[config.mk]
export PLATFORM = sky130hd
export DESIGN_NAME = scan_decoder
export DESIGN_NICKNAME = d
export VERILOG_FILES = /design/src/rtl/scan_decoder_pkg.sv /design/src/rtl/onehot_dec.sv /design/src/rtl/scan_decoder.sv
export SDC_FILE = /design/constraint.sdc
export NUM_CORES = 1
export LEC_CHECK = 0
export ABC_AREA = 0
export CORE_ASPECT_RATIO = 1.5
export CORE_MARGIN = 2
export CORE_UTILIZATION = 45
export CTS_CLUSTER_DIAMETER = 80
export DETAILED_ROUTE_END_ITERATION = 10
export PLACE_DENSITY = 0.77
export RECOVER_POWER = 25
export SETUP_SLACK_MARGIN = 0.15
export SLEW_MARGIN = 20
export SYNTH_ARGS = -nofsm -noshare
export SYNTH_HDL_FRONTEND = slang
export SYNTH_HIERARCHICAL = 1
export SYNTH_SLANG_ARGS = --single-unit
[constraint.sdc]
create_clock -name clk -period 3.5 [get_ports clk]
set_clock_uncertainty 0.2 [all_clocks]
set_input_delay 0.7 -clock clk [delete_from_list [all_inputs] [get_ports clk]]
set_output_delay 0.7 -clock clk [all_outputs]
set_load 0.005 [all_outputs]
[src/rtl/scan_decoder_pkg.sv]
// Shared types and default sizing for the scan_decoder block.
package scan_decoder_pkg;

    typedef enum logic [1:0] {
        IDLE = 2'd0,
        HOLD = 2'd1,
        SCAN = 2'd2
    } state_e;

    localparam int DEF_SEL_W   = 3;
    localparam int DEF_DWELL_W = 8;

endpackage

[src/rtl/onehot_dec.sv]
// Combinational SEL_W-to-2**SEL_W one-hot decoder.
module onehot_dec #(
    parameter int SEL_W = 3,
    localparam int OUT_W = 2**SEL_W
) (
    input  logic [SEL_W-1:0] sel,
    output logic [OUT_W-1:0] onehot
);

    always_comb begin
        onehot      = '0;
        onehot[sel] = 1'b1;
    end

endmodule

[src/rtl/scan_decoder.sv]
// Registered one-hot decoder with direct-hold and auto-scan modes.
// Define SCAN_DECODER_ACTIVE_LOW_EN to drive `out` active-low.
module scan_decoder
    import scan_decoder_pkg::*;
#(
    parameter int SEL_W   = DEF_SEL_W,
    parameter int DWELL_W = DEF_DWELL_W,
    localparam int OUT_W  = 2**SEL_W
) (
    input  logic               clk,
    input  logic               rst,
    input  logic               in_valid,
    output logic               in_ready,
    input  logic [SEL_W-1:0]   in_sel,
    input  logic               mode,
    input  logic [DWELL_W-1:0] dwell,
    input  logic               en,
    output logic [OUT_W-1:0]   out,
    output logic [SEL_W-1:0]   out_idx,
    output logic               out_valid,
    output logic               wrap
);

    state_e             state_q, state_d;
    logic [SEL_W-1:0]   idx_q, idx_d;
    logic [DWELL_W-1:0] cnt_q, cnt_d;
    logic [OUT_W-1:0]   dec_q, dec_d, dec_w;
    logic               valid_q, valid_d;
    logic               wrap_q, wrap_d;
    logic               accept;

    assign in_ready = (state_q != SCAN) && !rst;
    assign accept   = in_valid && in_ready;

    // Decode the next index so the registered pattern lines up with out_idx.
    onehot_dec #(.SEL_W(SEL_W)) u_dec (
        .sel    (idx_d),
        .onehot (dec_w)
    );

    always_comb begin
        state_d = state_q;
        idx_d   = idx_q;
        cnt_d   = cnt_q;
        wrap_d  = 1'b0;

        if (accept) begin
            idx_d   = in_sel;
            cnt_d   = '0;
            state_d = mode ? SCAN : HOLD;
        end else if (state_q == SCAN) begin
            if (!mode) begin
                state_d = HOLD;
            end else if (en) begin
                if (cnt_q >= dwell) begin
                    cnt_d  = '0;
                    idx_d  = idx_q + SEL_W'(1);
                    wrap_d = (idx_q == '1);
                end else begin
                    cnt_d = cnt_q + DWELL_W'(1);
                end
            end
        end

        valid_d = en && (state_d != IDLE);
        dec_d   = valid_d ? dec_w : '0;
    end

    always_ff @(posedge clk) begin
        if (rst) begin
            state_q <= IDLE;
            idx_q   <= '0;
            cnt_q   <= '0;
            dec_q   <= '0;
            valid_q <= 1'b0;
            wrap_q  <= 1'b0;
        end else begin
            state_q <= state_d;
            idx_q   <= idx_d;
            cnt_q   <= cnt_d;
            dec_q   <= dec_d;
            valid_q <= valid_d;
            wrap_q  <= wrap_d;
        end
    end

`ifdef SCAN_DECODER_ACTIVE_LOW_EN
    assign out = ~dec_q;
`else
    assign out = dec_q;
`endif
    assign out_idx   = idx_q;
    assign out_valid = valid_q;
    assign wrap      = wrap_q;

endmodule

==> flow_summary.toml <==
[cells_and_area]
fin_area_mm2 = 0.00160
drive_above_1_share = 0.113
area.growth.synth_to_final_pct = 29.7
final_common_cell = "dfxtp_1"
fin_cells = 197
final_cell_mix = "23 x dfxtp_1, 22 x clkdlybuf4s50_1, 11 x nor2_1, 11 x ha_1, 10 x inv_1"
fin_util = 0.604
layout.nets = 188
antenna_cells = 0

[power]
power_frac_comb = 0.147
vdd_drop_max_mv = 0.225
p_switching_uw = 123
p_leak_nw = 0.683
p_int_uw = 390
p_total_uw = 513
power_frac_clock = 0.323
sequentialPowerShare = 0.530
p_per_area_mw_per_mm2 = 321
netSwitchingFraction = 0.240

[yosys]
netlist_instances = 129
ys.flop_type = "dfxtp_1"
synth_edf_count = 0
avgSynthCellArea_um2 = 9.56
syn_area_mm2 = 0.00123
synth_fp_nets = 156
ys_async_sr_fraction = 0
yosysSeqAreaShare = 0.373
ys_warn_count = 6
ys_types = 40
ys_ff_latch = 23

[timing]
report.final.hold_viol_count = 0
drv_slew = 0
max_slew_margin = 0.516
fin_crit_sh = 0.886
rsz0062_at_grt = "no"
period_needed_ns = 3.10
worstMarginPinSlew_ns = 0.725
fin_ws_ns = 0.398
setup_viol_count_final = 0
hold_ws_ns = 0.330
max_freq_mhz = 322
setup_tns_ns = 0

[die]
ios = 30
start_util = 0.466
die-height_um = 68.1
rows = 23
core_mm2 = 0.00265
dieArea_mm2 = 0.00318
die_x_um = 46.8

[setup_path]
regToRegSetupSlack_ns = 0.77
worstSetupEndpointType = "register"
required_ns = 3.47
crit_arrival_ns = 3.07
rr_endpoint = "out[3]"
critical_path.reg2reg.startpoint = "cnt_q[0]"
rr_worst_depth = 9
crit_type = "in2reg"
worstPathMaxFanout = 8
cp-start-kind = "input pin"

[drt]
totalWireLength_um = 2470
ant_nets = 0
dr_total_vias = 1005
drtIter0Drc = 26
drtPass1Iterations = 4
viasPerCell = 5.10
drc = 0
avgRoutedWirePerCell_um = 12.5

[grt]
grt_pass1_wl_um = 4160
overflow = 0
grt_max_degree = 14
antenna_found_initial = 0
track_usage = 0.181
grt_pass1_vias = 973

[clock_network]
post_cts_resized = 0
root_buffer = "clkbuf_8"
clockBufferDepth = 2
clk_pin_slew_ns = 0.08
cts_sinks = 23
cts_made_buffers = 3
cts-htree-levels = 1
cts_tree = "built"
cts_setup_buffers = 0
postCtsHoldBufs = 0
clkLatencyLatePin_ns = 0.27

[min_path]
hold_path_end = "state_q[0]"
min_from = "state_q[0]"
min_path_cells = 2
holdCritPathClass = "reg2reg"

[run]
maxCapViolCount = 0

[placement]
place_ws_ns = 0.0940
place_inst = 193
gp_congestion = 0.805
post-dp-hpwl_um = 1950
io_buffers = 29
place_area_mm2 = 0.00156

[outcome]
outcome = "complete, no violations"
[power by group through the flow]
stage          Combinational (mW)  Sequential (mW)  Clock [mW]
4_1_cts                    0.0781            0.272       0.169
3_3_place_gp               0.0755            0.278           0
5_1_grt                    0.0847            0.273       0.177
6_report                   0.0756            0.272       0.166
3_5_place_dp               0.0775            0.278           0
2_1_floorplan              0.0418            0.278           0
[sequential cells by signal, summed over array words and instances, names as in the netlist]
signal     flops
cnt_q          8
out            8
out_idx        3
out_valid      1
state_q        2
wrap           1
[worst max-delay path, stage by stage]
cell	delay [ns]
clkdlybuf4s50_1	0.46
inv_1	0.04
ha_1	0.30
a21o_1	0.16
a211oi_1	0.28
o21a_4	0.23
o21ai_1	0.11
a21oi_1	0.41
and3b_2	0.25
and2_1	0.12
[routing by layer]
metal / vias to the layer above / global-route usage / routed length (um)
li1: 513 / - / -
met1: 460 / 0.190 / 994
met2: 27 / 0.330 / 1310
met3: 5 / 0.0317 / 112
met4: 0 / 0.0938 / 48
met5: - / 0 / 0
[layout make-up]
type	count	area (um2)
Clock inverter	1	5.00
Multi-Input combinational cell	94	719
Sequential cell	23	460
Timing Repair Buffer	29	290
Tap cell	37	46.3
Clock buffer	3	41.3
Inverter	10	37.5
Fill cell	249	1050
[kinds of logic after synthesis]
group | synth area share
simple gates | 0.261
compound gates | 0.157
flops | 0.373
buf+inv | 0.0396
fa+ha+maj | 0.112
xor+xnor | 0.0497
mux | 0.00811
[worst max path at each step]
stage / endpoint / slack [ns] / cells after the start / from
final: out[3] / 0.40 / 10 / dwell[6]
after global routing: out[3] / 0.27 / 10 / dwell[6]
after CTS: out[3] / 0.38 / 10 / dwell[6]
after detailed placement: out[3] / 0.09 / 10 / dwell[6]
after global placement: out[3] / 0.19 / 10 / dwell[6]
after floorplan: out[3] / 0.77 / 8 / dwell[0]
[cells in the mapped netlist, types with 2 or more instances]
cell type | number | share of area
ha_1 | 11 | 0.11
nor3_1 | 4 | 0.016
o21a_1 | 3 | 0.018
and2_1 | 8 | 0.041
and3b_2 | 3 | 0.024
nand3_1 | 3 | 0.012
nand4_1 | 4 | 0.020
nor3b_1 | 3 | 0.018
inv_1 | 10 | 0.030
o21ai_1 | 4 | 0.016
a211oi_2 | 2 | 0.020
a211oi_1 | 2 | 0.012
and3_2 | 2 | 0.012
a21oi_1 | 4 | 0.016
xor2_1 | 6 | 0.043
nand2_1 | 4 | 0.012
dfxtp_1 | 23 | 0.37
nor2_1 | 11 | 0.033
Note: power is estimated with default switching activity, not from simulation.
